[src/rtl/player_cmd_decoder_if.sv]
// player_cmd_decoder_if: scan-byte input bus and per-player command outputs of player_cmd_decoder
interface player_cmd_decoder_if;
    logic       en;
    logic [7:0] scan_code;
    logic       scan_valid;
    logic       flush;
    logic       p1_move_left;
    logic       p1_move_right;
    logic       p1_jump;
    logic       p1_smash;
    logic       p2_move_left;
    logic       p2_move_right;
    logic       p2_jump;
    logic       p2_smash;
    logic       cmd_valid;
    modport master (
        output en, scan_code, scan_valid, flush,
        input  p1_move_left, p1_move_right, p1_jump, p1_smash,
        input  p2_move_left, p2_move_right, p2_jump, p2_smash, cmd_valid
    );
    modport slave (
        input  en, scan_code, scan_valid, flush,
        output p1_move_left, p1_move_right, p1_jump, p1_smash,
        output p2_move_left, p2_move_right, p2_jump, p2_smash, cmd_valid
    );
endinterface

[src/rtl/player_cmd_decoder.sv]
// player_cmd_decoder: PS/2 Set-2 bytes to frame-stable player commands; CMD_STICKY_EN latches sub-frame taps
module player_cmd_decoder #(
    parameter int TIMEOUT_CYCLES = 100000,
    parameter int TO_W           = 17
) (
    input  logic                 clk,
    input  logic                 rst,
    player_cmd_decoder_if.slave  bus
);
    localparam logic [1:0] S_IDLE    = 2'd0;
    localparam logic [1:0] S_EXT     = 2'd1;
    localparam logic [1:0] S_BRK     = 2'd2;
    localparam logic [1:0] S_EXT_BRK = 2'd3;
    localparam logic [TO_W-1:0] TO_LAST = TO_W'(TIMEOUT_CYCLES - 1);
    logic [1:0]      r_state, w_nxt;
    logic [TO_W-1:0] r_to;
    logic [7:0]      r_held, r_cmd, w_pend, w_src, w_snap, w_key, w_make, w_break;
    logic            r_cmd_valid, w_evt, w_brk, w_ext;
    always_comb begin
        w_nxt = r_state;
        w_evt = 1'b0;
        w_brk = 1'b0;
        case (r_state)
            S_IDLE: begin
                if (bus.scan_code == 8'hE0) w_nxt = S_EXT;
                else if (bus.scan_code == 8'hF0) w_nxt = S_BRK;
                else w_evt = 1'b1;
            end
            S_EXT: begin
                if (bus.scan_code == 8'hF0) w_nxt = S_EXT_BRK;
                else if (bus.scan_code != 8'hE0) begin
                    w_evt = 1'b1;
                    w_nxt = S_IDLE;
                end
            end
            default: begin
                w_evt = 1'b1;
                w_brk = 1'b1;
                w_nxt = S_IDLE;
            end
        endcase
    end
    assign w_ext = (r_state == S_EXT) || (r_state == S_EXT_BRK);
    always_comb begin
        w_key = 8'h00;
        if (!w_ext) begin
            case (bus.scan_code)
                8'h1C:   w_key[0] = 1'b1;
                8'h23:   w_key[1] = 1'b1;
                8'h1D:   w_key[2] = 1'b1;
                8'h1B:   w_key[3] = 1'b1;
                default: w_key = 8'h00;
            endcase
        end else begin
            case (bus.scan_code)
                8'h6B:   w_key[4] = 1'b1;
                8'h74:   w_key[5] = 1'b1;
                8'h75:   w_key[6] = 1'b1;
                8'h72:   w_key[7] = 1'b1;
                default: w_key = 8'h00;
            endcase
        end
    end
    assign w_make  = (bus.scan_valid && !bus.flush && w_evt && !w_brk) ? w_key : 8'h00;
    assign w_break = (bus.scan_valid && !bus.flush && w_evt && w_brk) ? w_key : 8'h00;
    assign w_src   = r_held | w_pend;
    // Holding both directions of one player cancels movement; jump/smash pass through.
    assign w_snap  = {w_src[7:6], w_src[5:4] & {2{~&w_src[5:4]}},
                      w_src[3:2], w_src[1:0] & {2{~&w_src[1:0]}}};
    always_ff @(posedge clk) begin
        if (rst) begin
            r_state     <= S_IDLE;
            r_to        <= '0;
            r_held      <= '0;
            r_cmd       <= '0;
            r_cmd_valid <= 1'b0;
        end else begin
            r_cmd_valid <= bus.en;
            if (bus.en) r_cmd <= w_snap;
            if (bus.flush) begin
                r_state <= S_IDLE;
                r_to    <= '0;
                r_held  <= '0;
            end else if (bus.scan_valid) begin
                r_state <= w_nxt;
                r_to    <= '0;
                r_held  <= (r_held | w_make) & ~w_break;
            end else if (r_state != S_IDLE) begin
                r_state <= (r_to == TO_LAST) ? S_IDLE : r_state;
                r_to    <= (r_to == TO_LAST) ? '0 : r_to + TO_W'(1);
            end
        end
    end
`ifdef CMD_STICKY_EN
    logic [7:0] r_pend;
    always_ff @(posedge clk) begin
        if (rst || bus.flush) r_pend <= '0;
        else r_pend <= (bus.en ? 8'h00 : r_pend) | w_make;
    end
    assign w_pend = r_pend;
`else
    assign w_pend = 8'h00;
`endif
    assign bus.p1_move_left  = r_cmd[0];
    assign bus.p1_move_right = r_cmd[1];
    assign bus.p1_jump       = r_cmd[2];
    assign bus.p1_smash      = r_cmd[3];
    assign bus.p2_move_left  = r_cmd[4];
    assign bus.p2_move_right = r_cmd[5];
    assign bus.p2_jump       = r_cmd[6];
    assign bus.p2_smash      = r_cmd[7];
    assign bus.cmd_valid     = r_cmd_valid;
endmodule

[src/flat_wrapper.sv]
// flat-port wrapper written by rule: the top's interface ports become plain ports
module player_cmd_decoder_flat 
#(
    parameter int TIMEOUT_CYCLES = 100000,
    parameter int TO_W           = 17
)
  (clk, rst, bus_en, bus_scan_code, bus_scan_valid, bus_flush, bus_p1_move_left, bus_p1_move_right, bus_p1_jump, bus_p1_smash, bus_p2_move_left, bus_p2_move_right, bus_p2_jump, bus_p2_smash, bus_cmd_valid);
  player_cmd_decoder_if bus_i ();
  input  logic clk;
  input  logic rst;
  input wire logic [$bits(bus_i.en)-1:0] bus_en;
  input wire logic [$bits(bus_i.scan_code)-1:0] bus_scan_code;
  input wire logic [$bits(bus_i.scan_valid)-1:0] bus_scan_valid;
  input wire logic [$bits(bus_i.flush)-1:0] bus_flush;
  output wire logic [$bits(bus_i.p1_move_left)-1:0] bus_p1_move_left;
  output wire logic [$bits(bus_i.p1_move_right)-1:0] bus_p1_move_right;
  output wire logic [$bits(bus_i.p1_jump)-1:0] bus_p1_jump;
  output wire logic [$bits(bus_i.p1_smash)-1:0] bus_p1_smash;
  output wire logic [$bits(bus_i.p2_move_left)-1:0] bus_p2_move_left;
  output wire logic [$bits(bus_i.p2_move_right)-1:0] bus_p2_move_right;
  output wire logic [$bits(bus_i.p2_jump)-1:0] bus_p2_jump;
  output wire logic [$bits(bus_i.p2_smash)-1:0] bus_p2_smash;
  output wire logic [$bits(bus_i.cmd_valid)-1:0] bus_cmd_valid;
  assign bus_i.en = bus_en;
  assign bus_i.scan_code = bus_scan_code;
  assign bus_i.scan_valid = bus_scan_valid;
  assign bus_i.flush = bus_flush;
  assign bus_p1_move_left = bus_i.p1_move_left;
  assign bus_p1_move_right = bus_i.p1_move_right;
  assign bus_p1_jump = bus_i.p1_jump;
  assign bus_p1_smash = bus_i.p1_smash;
  assign bus_p2_move_left = bus_i.p2_move_left;
  assign bus_p2_move_right = bus_i.p2_move_right;
  assign bus_p2_jump = bus_i.p2_jump;
  assign bus_p2_smash = bus_i.p2_smash;
  assign bus_cmd_valid = bus_i.cmd_valid;
  player_cmd_decoder #(.TIMEOUT_CYCLES(TIMEOUT_CYCLES), .TO_W(TO_W)) u_core (.clk(clk), .rst(rst), .bus(bus_i));
endmodule
[config.mk]
export PLATFORM = sky130hd
export DESIGN_NAME = player_cmd_decoder_flat
export DESIGN_NICKNAME = d
export VERILOG_FILES = /design/src/rtl/player_cmd_decoder_if.sv /design/src/rtl/player_cmd_decoder.sv /design/src/flat_wrapper.sv
export SDC_FILE = /design/constraint.sdc
export NUM_CORES = 1
export LEC_CHECK = 0
export BUFFER_PORTS_ARGS = -buffer_cell sky130_fd_sc_hd__buf_2
export CAP_MARGIN = 15
export CORE_AREA = 5 5 68 70
export DETAILED_ROUTE_END_ITERATION = 10
export DIE_AREA = 0 0 73 75
export GPL_TIMING_DRIVEN = 0
export PLACE_DENSITY = 0.73
export SYNTH_ARGS = -nofsm -noshare
export SYNTH_HDL_FRONTEND = slang
export SYNTH_SLANG_ARGS = --single-unit
[constraint.sdc]
create_clock -name clk -period 1.8 [get_ports clk]
set_input_delay 0.18 -clock clk [delete_from_list [all_inputs] [get_ports clk]]
set_output_delay 0.18 -clock clk [all_outputs]
set_load 0.05 [all_outputs]
**Word-level counts from Yosys, hierarchy flattened**

Cells that the tools add are included.
Widths: inputs -> output; s select.

- Mux-type cells: 26
- Add/sub/neg operators: 1
- Bitwise logic cells: 5
- Eq/ne operators: 16
- Reduce and logical (&&, ||, !) cells: 18

Operators with widths:

| kind | number |
|---|---|
| $eq 8x7->1 const B | 4 |
| $eq 8x5->1 const B | 3 |
| $mux 8 | 3 |
| $add 17x1->17 const B | 1 |
| $eq 17x17->1 const B | 1 |
| $mux 17 | 1 |
| $eq 8x8->1 const B | 2 |
| $mux 2 | 7 |
| $mux 1 | 13 |
| $and 8x8->8 | 1 |
| $eq 8x6->1 const B | 1 |
| $ne 4x2->1 const B | 2 |
| $ne 8x8->1 const B | 1 |
| $not 8->8 | 1 |
| $or 8x8->8 | 1 |
| $reduce_bool 2->1 | 3 |
| $and 2x2->2 | 2 |
| $logic_and 1x1->1 | 4 |
| $pmux 2 s2 | 1 |
| $reduce_and 2->1 | 2 |
| $reduce_and 4->1 | 1 |
| $reduce_or 2->1 | 2 |
| $logic_not 1->1 | 3 |
| $reduce_or 3->1 | 1 |
| other kinds (5) | 5 |

- Flip-flop bits (word level): 36
- Input port bits: 13

**Longest topological paths before layout**

Gate-level depths: netlist of run 1.

- Word-level depth: 9
- Gate-level depth with buffers: 6
- Gate-level depth less buffers: 5

**Worst setup path after synthesis of run 1**

OpenSTA, ideal clock, no wires.

- Path type: reg-to-reg
- Start point: reg u_core.r_to[0]
- End point: reg u_core.r_to[10]
- Data required time: 1.683 ns
- Path buffers: 1
- Path slack: 0.135 ns
- Setup time: 0.117 ns
- Cell stages (with the launch flop): 7
- Arrival time: 1.548 ns
- Path through: dfxtp_1 -> ha_1 -> o211a_1 -> nand4_1 -> o21ai_1 -> buf_2 -> nor2_1

- Word-level cells in the longest chain between the ends: 2
- Elaborated cells between the ends (all ways): 3
- Classes of those cells: add/sub (1); eq/ne (1); mux (1)

RTL lines:

| what | line | text |
|---|---|---|
| from (decl) | player_cmd_decoder.sv:16 | `logic [TO_W-1:0] r_to;` |
| from (signal assigned) | player_cmd_decoder.sv:90 | `r_to <= (r_to == TO_LAST) ? '0 : r_to + TO_W'(1);` |
| $add 17x1->17 or $eq 17x17->1 (tied branches) | player_cmd_decoder.sv:90 |  |
| $mux 17 * | player_cmd_decoder.sv:90 |  |

Every way passes the cells marked *; elsewhere a longest branch is shown, timed or not.
A chain may end at the register's enable or synchronous reset.

**Worst setup path after layout of run 1**

- Start point: reg u_core.r_state[0]
- End point: reg u_core.r_to[15]

- Word-level cells in the longest chain between the ends: 1

RTL lines:

| what | line | text |
|---|---|---|
| from (decl) | player_cmd_decoder.sv:15 | `logic [1:0] r_state, w_nxt;` |
| from (signal assigned) | player_cmd_decoder.sv:85 | `r_state <= w_nxt;` |
| from (signal assigned) | player_cmd_decoder.sv:89 | `r_state <= (r_to == TO_LAST) ? S_IDLE : r_state;` |
| $reduce_bool 2->1 | player_cmd_decoder.sv:88 | `end else if (r_state != S_IDLE) begin` |

No other way between the ends.

==> key figures, run 1 <==
Logic synthesis
  • Synth top area cells: dfxtp_1 (43%), nor2_1 (4.4%), xor2_1 (4.1%)
  • Cell area after synthesis: 1690 µm²
  • Synthesized area per cell: 9.10 µm²
  • Commonest register cell after synthesis: dfxtp_1
  • FFs w/ async S/R, synth: 0%
  • Yosys top cell area share: 42.6%
  • Post-synthesis sequential area ratio: 42.6%
  • #FFs+latches synth: 36
  • Post-synth cell types: 47
  • Warnings, synthesis: 0
  • Post-Synthesis Cells: 186
  • Net Count, Synth: 200
  • Post-synth EDFFs: 0
  • Leading area contributor after synthesis: dfxtp_1

Global routing
  • GR Util All Layers: 13.9%
  • GR peak layer: met2
  • Vias in the first global route: 1363
  • Global routing usage on met2: 24.2%
  • Met1 Use GR: 14.8%
  • First-pass GRT wire length: 5820 µm
  • Antenna violations before repair: 0
  • Largest net degree at the start of global routing: 11
  • Grt total ovfl: 0
  • Met3 usage: 5.47%

Critical path
  • Startpoint Class: flop
  • Req. time, crit path: 2.03 ns
  • Crit path kind: reg -> reg
  • Worst Setup End Kind: flop
  • CP arrival: 1.95 ns
  • Worst-path fanout max: 9

Floorplan
  • Core Box Area: 3910 µm²
  • Rows: 23
  • Total die area: 5480 µm²
  • IO Count: 22
  • Initial Utilization: 43.3%
  • Chip width: 73 µm
  • Chip height: 75 µm

Detailed routing
  • DRC viols: 0
  • Vias after detailed routing: 1450
  • Antenna-violating nets left: 0
  • Post-DR vias/cell: 5.43
  • Final wirelength: 3530 µm
  • WL/cell: 13.2 µm
  • Detailed Route Iter0 Violations: 68
  • TritonRoute pass-1 iters: 4

Clock network
  • Worst-Skew Late Latency: 0.29 ns
  • # hold bufs at CTS: 0
  • Clk sinks: 36
  • Clock-pin slew on the worst setup and hold paths: 0.07 ns
  • CTS HTree Levels: 2
  • Root Buffer: clkbuf_8
  • CTS Buffer Depth: 2
  • CTS Buf Count: 5
  • CTS tree: yes

STA
  • Hold_ws: 0.177 ns
  • Tmin final: 1.72 ns
  • Setup Viol. Count Final: 0
  • Max frequency: 0.581 GHz
  • Worst clock skew: 0.00558 ns
  • Worst-Margin Slew: 0.645 ns
  • Worst setup margin: 0.0798 ns
  • Slew Viols, Final: 0
  • Period utilization: 95.6%
  • Slew HR: 56.6%
  • Final Hold Fails: 0

Final layout
  • Layout area overhead: 18.2%
  • Final std cells w/o fill: 267
  • Commonest non-fill, non-tap cell in the layout: dfxtp_1
  • Final #Nets: 231
  • Layout cells sized above 1: 22.1%
  • Final Cell Area: 2000 µm²
  • Leading cell types in the layout, fill and taps excluded: dfxtp_1 (35), buf_2 (22), nor2_1 (20)
  • # fillers: 382
  • Inserted Diodes: 0
  • Final core occ: 51.1%

Pwr
  • Leak pwr: 0.691 nW
  • VDD IR max: 0.411 mV
  • Pwr/cell area: 706 nW/µm²

Place
  • DP Area: 1860 µm²
  • # placed instances: 257
  • DP HPWL: 2540 µm
  • DP Worst Slack: -0.241 ns
  • IO Port Bufs: 21
  • GPL Wtd Cong: 0.837

Worst hold path
  • Min-Delay Path Class: in -> reg

Run
  • Max cap viols: 0

Outcome
  • Status: finished clean
-- Yosys cell counts, drive strengths merged (2+ instances only) --
cell type / count
a21oi: 13
nor4: 5
xnor2: 3
nand2: 11
o21ai: 5
a31oi: 6
xor2: 8
a211oi: 7
nand3b: 5
o31ai: 3
dfxtp: 36
mux2i: 4
and2: 4
nand4: 6
or2: 3
nand2b: 6
nor4b: 4
buf: 2
and3: 3
or3: 3
nor2: 20
nor2b: 3
and3b: 2
or4: 3
clkbuf: 3
nand3: 2
inv: 2
-- report_power, final --
| group | switching [mW] | internal (mW) | total [mW] | leakage (nW) |
|---|---|---|---|---|
| clock network | 0.270 | 0.263 | 0.532 | 0.0410 |
| logic | 0.0517 | 0.0313 | 0.0829 | 0.359 |
| registers | 0.000323 | 0.798 | 0.798 | 0.291 |
-- critical path: stages (launching register included) --
cell       delay, ns
dfxtp_1         0.31
buf_4           0.15
o2111ai_4       0.19
or3_4           0.39
or4_1           0.48
a21oi_1         0.14
-- cells by family after synthesis --
family,synth area share (%)
AND/OR/NAND/NOR,31.0
multiplexers,2.37
adder cells (fa/ha/maj),0.739
XOR/XNOR,5.69
AO/OA/AOI/OAI,15.8
flip-flops,42.6
buffers and inverters,1.85
-- metrics by stage --
step	setup TNS, ns	power [mW]
floorplan	0	0.859
global placement	-2.42	0.892
detailed placement	-2.37	0.893
CTS	0	1.43
global route	-0.00428	1.48
finish	0	1.41
-- path summary, 6_finish.rpt --
kind                      from                 to  slack, ns  cells past startpoint
max          u_core.r_state[0]    u_core.r_to[15]       0.08                      5
min           bus_scan_code[4]  u_core.r_state[1]       0.18                      3
max reg2reg  u_core.r_state[0]    u_core.r_to[15]       0.08                      5
min reg2reg    u_core.r_cmd[1]    u_core.r_cmd[1]       0.46                      2
-- metal layers --
| layer | part of all wire (%) | wire length (µm) |
|---|---|---|
| met2 | 51 | 1790 |
| met3 | 5.2 | 182 |
| met5 | 0 | 0 |
| met4 | 2.0 | 71 |
| met1 | 42 | 1490 |
-- flip-flops by register name, summed over array words and instances, names as in the netlist --
signal and flops:
u_core.r_state 2, u_core.r_to 17, u_core.bus.cmd_valid 1, u_core.r_cmd 8, u_core.r_held 8
-- area by class of cell --
class                   count  area (µm²)  share of cell area [%]
clock inverters             1        5.00                   0.250
flip-flops and latches     36         722                    36.1
multi-input cells         143         980                    49.0
well taps                  50        62.6                    3.13
inverters                   2        7.51                   0.375
plain buffers               5        23.8                    1.19
clock buffers               6        72.6                    3.63
repair buffers             24         128                    6.38
-- repair_timing --
| item | 4_1_cts | 5_1_grt |
|---|---|---|
| resized for setup | 2 | 5 |
| pin swaps | 1 | 1 |
| endpoints found under the setup margin | 10 | 8 |
| setup buffers | 1 | 2 |
(Power assumes the default switching activity.)
==> run 2: changes to the inputs <==
Settings changed: RECOVER_POWER set to 25.
==> run 2 against run 1 <==
Net effect:
- power barely moved
- register-to-register slack about the same
- worst setup slack unchanged
- global-route usage unchanged
- fmax did not move
- clock power about the same
- largest power group unchanged
==> key figures, run 2 (synthesis gave the netlist of run 1 again) <==
STA
  • Slew Viols, Final: 0 (unchanged)
  • Period utilization: 95.6% (unchanged)
  • Tmin final: 1.72 ns (unchanged)
  • Max frequency: 0.581 GHz (unchanged)
  • Worst setup margin: 0.0798 ns (unchanged)
  • Slew HR: 56.6% (unchanged)
  • Final Hold Fails: 0 (unchanged)
  • Worst-Margin Slew: 0.645 ns (unchanged)
  • Setup Viol. Count Final: 0 (unchanged)
  • Worst clock skew: 0.00558 ns (unchanged)

Critical path
  • Max incr delay on CP: 0.48 ns (about the same)
  • Req. time, crit path: 2.03 ns (about the same)
  • Worst Setup End Kind: flop
  • Crit path kind: reg -> reg
  • Worst-path fanout max: 9 (unchanged)
  • Critical R2R Capture: u_core.r_to[15]
  • Slack of the worst reg-to-reg path: 0.08 ns (about the same)
  • Critical-path top delay cell: or4_1
  • Critical R2R Launch: u_core.r_state[0]
  • Reg2Reg Depth: 5 (unchanged)
  • Startpoint Class: flop
  • Critical-path cell list: buf_4 > o2111ai_4 > or3_4 > or4_1 > a21oi_1
  • CP arrival: 1.95 ns (about the same)

Clock network
  • CTS Buf Count: 5 (unchanged)
  • Clock-pin slew on the worst setup and hold paths: 0.07 ns (about the same)
  • Worst-Skew Late Latency: 0.29 ns (about the same)
  • Root Buffer: clkbuf_8
  • CTS Buffer Depth: 2 (unchanged)
  • # hold bufs at CTS: 0 (unchanged)
  • CTS HTree Levels: 2 (unchanged)
  • CTS tree: yes
  • Clk sinks: 36 (unchanged)

Detailed routing
  • Vias after detailed routing: 1449 (-0.069%)
  • TritonRoute pass-1 iters: 4 (unchanged)
  • Antenna-violating nets left: 0 (unchanged)
  • DRC viols: 0 (unchanged)
  • Final wirelength: 3530 µm (about the same)
  • WL/cell: 13.2 µm (about the same)
  • Detailed Route Iter0 Violations: 68 (unchanged)
  • Post-DR vias/cell: 5.43 (about the same)

Global routing
  • Largest net degree at the start of global routing: 11 (unchanged)
  • Grt total ovfl: 0 (unchanged)
  • Antenna violations before repair: 0 (unchanged)
  • Vias in the first global route: 1363 (unchanged)
  • First-pass GRT wire length: 5820 µm (unchanged)
  • GR Util All Layers: 13.9% (unchanged)

Final layout
  • Multi-input gate area: 980 µm² (unchanged)
  • Inserted Diodes: 0 (unchanged)
  • Largest register FFs: 17 (unchanged)
  • Largest regs: u_core.r_to (17), u_core.r_cmd (8), u_core.r_held (8)
  • Register name with the most flops: u_core.r_to
  • Final #Nets: 231 (unchanged)
  • Register area: 722 µm² (unchanged)
  • Layout cells sized above 1: 20.7% (-1.4 points)
  • Leading cell types in the layout, fill and taps excluded: dfxtp_1 (35), nor2_1 (20), buf_2 (19)
  • Layout area overhead: 18.0%
  • Commonest non-fill, non-tap cell in the layout: dfxtp_1
  • # fillers: 385 (+0.79%)
  • Final Cell Area: 2000 µm² (-0.19%)

Place
  • IO Port Bufs: 21 (unchanged)
  • GPL Wtd Cong: 0.837 (unchanged)
  • DP Worst Slack: -0.241 ns (unchanged)
  • DP HPWL: 2540 µm (unchanged)
  • DP Area: 1860 µm² (unchanged)

Floorplan
  • Chip height: 75 µm (unchanged)
  • Chip width: 73 µm (unchanged)
  • Initial Utilization: 43.3% (unchanged)
  • IO Count: 22 (unchanged)
  • Core Box Area: 3910 µm² (unchanged)
  • Rows: 23 (unchanged)
  • Total die area: 5480 µm² (unchanged)

Worst hold path
  • Min-Delay Path Class: in -> reg
  • Worst Hold End: u_core.r_state[1]
  • Worst hold stages: 3 (unchanged)
  • Hold path startpoint: bus_scan_code[4]

Run
  • Max cap viols: 0 (unchanged)

Outcome
  • Status: finished clean

Pwr
  • VDD IR max: 0.411 mV (about the same)
  • Leak pwr: 0.680 nW (-1.6%)
  • Pwr/cell area: 707 nW/µm² (+0.15%)
[run 2: changes by cell type in the layout (fill, tap and decap cells not counted)]
cell      change
buf_2         -3
clkbuf_1      +3
[run 2: per-stage QoR]
stage / hold WS, ns / cells / power, mW / TNS [ns] / util [%]
final: 0.177 / 267 / 1.41 / 0 / 51.0
after detailed placement: 0.465 / 257 / 0.893 / -2.37 / 47.5
after global routing: 0.176 / 267 / 1.48 / -0.00428 / 51.0
after global placement: 0.451 / 257 / 0.892 / -2.42 / 47.5
after CTS: 0.170 / 265 / 1.43 / 0 / 50.0
after floorplan: 0.330 / 186 / 0.859 / 0 / -
[run 2: worst max path at each step]
stage,start,end,cells past startpoint
CTS,u_core.r_state[0],u_core.r_held[3],5
floorplan,u_core.r_to[0],u_core.r_to[10],6
detailed placement,u_core.r_to[0],u_core.r_to[4],6
global route,u_core.r_to[9],u_core.r_to[16],4
global placement,u_core.r_to[0],u_core.r_to[7],6
finish,u_core.r_state[0],u_core.r_to[15],5
[run 2: repair_timing]
| item | 4_1_cts | 5_1_grt |
|---|---|---|
| resized for setup | 2 | 5 |
| pin swaps | 1 | 1 |
| buffers inserted | 1 | 2 |
| setup endpoints to repair | 10 | 8 |
[run 2: area by class of cell]
cell class	count	share of cell area (%)
Buffer	5	1.19
Clock buffer	6	3.63
Clock inverter	1	0.251
Inverter	2	0.376
Multi-Input combinational cell	143	49.1
Sequential cell	36	36.2
Tap cell	50	3.13
Timing Repair Buffer	24	6.20
[run 2: layer usage]
| layer | wire length, µm | global-route usage [%] | part of all wire (%) |
|---|---|---|---|
| met3 | 185 | 5.47 | 5.2 |
| met5 | 0 | 0 | 0 |
| met1 | 1490 | 14.8 | 42 |
| met2 | 1790 | 24.2 | 51 |
| met4 | 71 | 6.35 | 2.0 |
[run 2: worst max-delay path, delay by kind of cell, from the launching register on]
family | cells | cell delay [ns]
simple gates | 2 | 0.87
compound gates | 2 | 0.33
flops | 1 | 0.31
buf+inv | 1 | 0.15
[run 2: report_power, final]
group	total (mW)	internal, mW	switching, mW
combinational	0.0823	0.0306	0.0517
clock	0.532	0.263	0.270
sequential	0.798	0.798	0.000372
total	1.41	1.09	0.322
==> run 3: changes to the inputs <==
--- a/config.mk
+++ b/config.mk
@@ -9,7 +9,7 @@
 export CAP_MARGIN = 15
-export CORE_AREA = 5 5 68 70
+export CORE_AREA = 5 5 61 63
 export DETAILED_ROUTE_END_ITERATION = 10
-export DIE_AREA = 0 0 73 75
+export DIE_AREA = 0 0 66 68
 export GPL_TIMING_DRIVEN = 0
-export PLACE_DENSITY = 0.73
+export PLACE_DENSITY = 0.76
 export RECOVER_POWER = 25
==> constraint.sdc (replaced) <==
create_clock -name clk -period 1.8 [get_ports clk]
set_input_delay 0.27 -clock clk [delete_from_list [all_inputs] [get_ports clk]]
set_output_delay 0.27 -clock clk [all_outputs]
set_load 0.05 [all_outputs]
==> run 3 against run 2 <==
Net effect:
- design area up 0.38%
- clock power decreased by 16%
- register-to-register slack gained 0.02 ns
- global-route usage increased by 4.4 points
- routed wire length up 5.5%
- highest routed layer unchanged
- combinational power about the same
- die area decreased by 18%
- flip-flop and latch count unchanged
- non-clock buffer count rose by 3
- critical endpoint unchanged
- worst setup slack better by 0.021 ns
- fmax is 1.2% higher
==> key figures, run 3 (synthesis gave the netlist of run 1 again) <==
STA
  • Worst-Margin Slew: 0.669 ns (+0.0237 ns)
  • Slew Viols, Final: 0 (unchanged)
  • Worst clock skew: 0.00627 ns (+0.000698 ns)
  • Max frequency: 0.588 GHz (+1.2%)
  • Setup TNS: 0 ns (unchanged)
  • Period utilization: 94.4% (-1.2 points)
  • Final Hold Fails: 0 (unchanged)
  • Setup Viol. Count Final: 0 (unchanged)
  • Tmin final: 1.70 ns (-0.0209 ns)
  • Slew HR: 55.0% (-1.6 points)

Global routing
  • Vias in the first global route: 1465 (+7.5%)
  • Antenna violations before repair: 0 (unchanged)
  • First-pass GRT wire length: 6390 µm (+9.7%)
  • Grt total ovfl: 0 (unchanged)
  • GR Util All Layers: 18.3% (+4.4 points)
  • Largest net degree at the start of global routing: 11 (unchanged)

Critical path
  • Critical R2R Capture: u_core.r_to[15]
  • Worst Setup End Kind: flop
  • Slack of the worst reg-to-reg path: 0.10 ns (+0.02 ns)
  • Setup crit start: u_core.r_to[2]
  • Critical path capture point: u_core.r_to[15]
  • CP arrival: 1.96 ns (about the same)
  • Critical R2R Launch: u_core.r_to[2]
  • Req. time, crit path: 2.06 ns (+0.03 ns)
  • Crit path kind: reg -> reg
  • Startpoint Class: flop
  • Reg2Reg Depth: 4 (-1)
  • Worst-path fanout max: 4 (-5)

Clock network
  • # hold bufs at CTS: 0 (unchanged)
  • CTS Buffer Depth: 2 (unchanged)
  • Clk sinks: 36 (unchanged)
  • CTS Buf Count: 5 (unchanged)
  • CTS tree: yes
  • CTS HTree Levels: 2 (unchanged)
  • Clock-pin slew on the worst setup and hold paths: 0.11 ns (+0.04 ns)
  • Root Buffer: clkbuf_4
  • Worst-Skew Late Latency: 0.33 ns (+0.04 ns)

Final layout
  • Inserted Diodes: 0 (unchanged)
  • Final std cells w/o fill: 267 (unchanged)
  • Largest regs: u_core.r_to (17), u_core.r_cmd (8), u_core.r_held (8)
  • Final Cell Area: 2000 µm² (+0.38%)
  • Register name with the most flops: u_core.r_to
  • Final core occ: 63.0% (+12 points)
  • Leading cell types in the layout, fill and taps excluded: dfxtp_1 (33), nor2_1 (20), buf_2 (19)
  • Largest register FFs: 17 (unchanged)
  • Commonest non-fill, non-tap cell in the layout: dfxtp_1
  • Layout area overhead: 18.4%
  • Final #Nets: 234 (+1.3%)
  • Layout cells sized above 1: 23.1% (+2.3 points)

Detailed routing
  • Vias after detailed routing: 1513 (+4.4%)
  • Detailed Route Iter0 Violations: 64 (-5.9%)
  • WL/cell: 13.9 µm (+5.5%)
  • Post-DR vias/cell: 5.67 (+4.4%)
  • DRC viols: 0 (unchanged)
  • Final wirelength: 3720 µm (+5.5%)
  • TritonRoute pass-1 iters: 4 (unchanged)
  • Antenna-violating nets left: 0 (unchanged)

Pwr
  • Tot Pwr: 1.32 mW (-6.3%)
  • Pint: 1.02 mW (-6.4%)
  • Pwr/cell area: 661 nW/µm² (-6.6%)
  • Clock power share: 33.6% (-4.1 points)
  • Switching pwr: 0.303 mW (-5.7%)
  • VDD IR max: 0.373 mV (-9.3%)
  • Comb pwr share: 6.2% (+0.4 points)
  • Sequential share of power: 60.2% (+3.7 points)
  • Net Sw Frac: 22.9% (+0.13 points)
  • Leak pwr: 0.685 nW (+0.76%)

Place
  • IO Port Bufs: 21 (unchanged)
  • DP HPWL: 2790 µm (+9.8%)
  • GPL Wtd Cong: 0.835 (-0.22%)
  • DP Area: 1860 µm² (-0.27%)
  • # placed instances: 253 (-1.6%)

Floorplan
  • Rows: 21 (-8.7%)
  • Chip height: 68 µm (-9.3%)
  • Total die area: 4490 µm² (-18%)
  • Core Box Area: 3180 µm² (-19%)
  • Initial Utilization: 53.2% (+10 points)
  • Chip width: 66 µm (-9.6%)
  • IO Count: 22 (unchanged)

Worst hold path
  • Min-Delay Path Class: in -> reg
  • Hold path startpoint: bus_scan_code[4]

Run
  • Max cap viols: 0 (unchanged)

Outcome
  • Status: finished clean
-- run 3: cell types whose count changed in the layout (fill, tap and decap cells not counted), sizes merged --
cell,previous run,this run
buf,23,26
clkbuf,12,14
clkinv,1,0
-- run 3: area by class of cell --
| type | instances | area, µm² |
|---|---|---|
| timing repair buffer | 27 | 146 |
| clock buffer | 8 | 58.8 |
| sequential | 36 | 724 |
| multi-input combinational | 143 | 986 |
| inverter | 2 | 7.51 |
| tap | 46 | 57.6 |
| fill | 264 | 1170 |
| buffer | 5 | 23.8 |
-- run 3: stage by stage --
step	setup WS (ns)	hold slack (ns)
floorplan	0.135	0.420
global placement	-0.207	0.456
detailed placement	-0.251	0.459
CTS	0.00132	0.220
global route	-0.0208	0.204
finish	0.101	0.227
-- run 3: repair_timing --
action                     4_1_cts  5_1_grt
pin swaps                        1        2
resized for setup                2        8
setup buffers                    1        5
setup endpoints to repair       12       10
-- run 3: metal layers --
metal  global-route usage, %  share of wire [%]  vias to the layer above
li1                        -                  -                      753
met1                    22.9                 45                      709
met2                    30.3                 48                       44
met3                    4.93                5.5                        7
met4                    6.85                1.1                        0
met5                       0                  0                        -
-- run 3: worst min path at each step --
stage                         to  slack (ns)  depth (start not counted)
2_1_floorplan  u_core.r_state[1]        0.42                          2
3_3_place_gp     u_core.r_cmd[5]        0.46                          2
3_5_place_dp     u_core.r_cmd[1]        0.46                          2
4_1_cts        u_core.r_state[1]        0.22                          3
5_1_grt        u_core.r_state[1]        0.20                          3
6_report       u_core.r_state[1]        0.23                          3
-- run 3: worst max-delay path: stages (launching register included) --
cell and delay, ns:
dfxtp_1 0.46, o2111ai_4 0.19, or3_4 0.38, or4_1 0.47, a21oi_1 0.15
-- run 3: power groups by stage --
stage | Clock, mW | Combinational, mW | Sequential [mW]
after global placement | 0 | 0.0722 | 0.816
after floorplan | 0 | 0.0388 | 0.820
after global routing | 0.485 | 0.0900 | 0.798
after CTS | 0.452 | 0.0785 | 0.797
after detailed placement | 0 | 0.0759 | 0.816
final | 0.445 | 0.0820 | 0.797
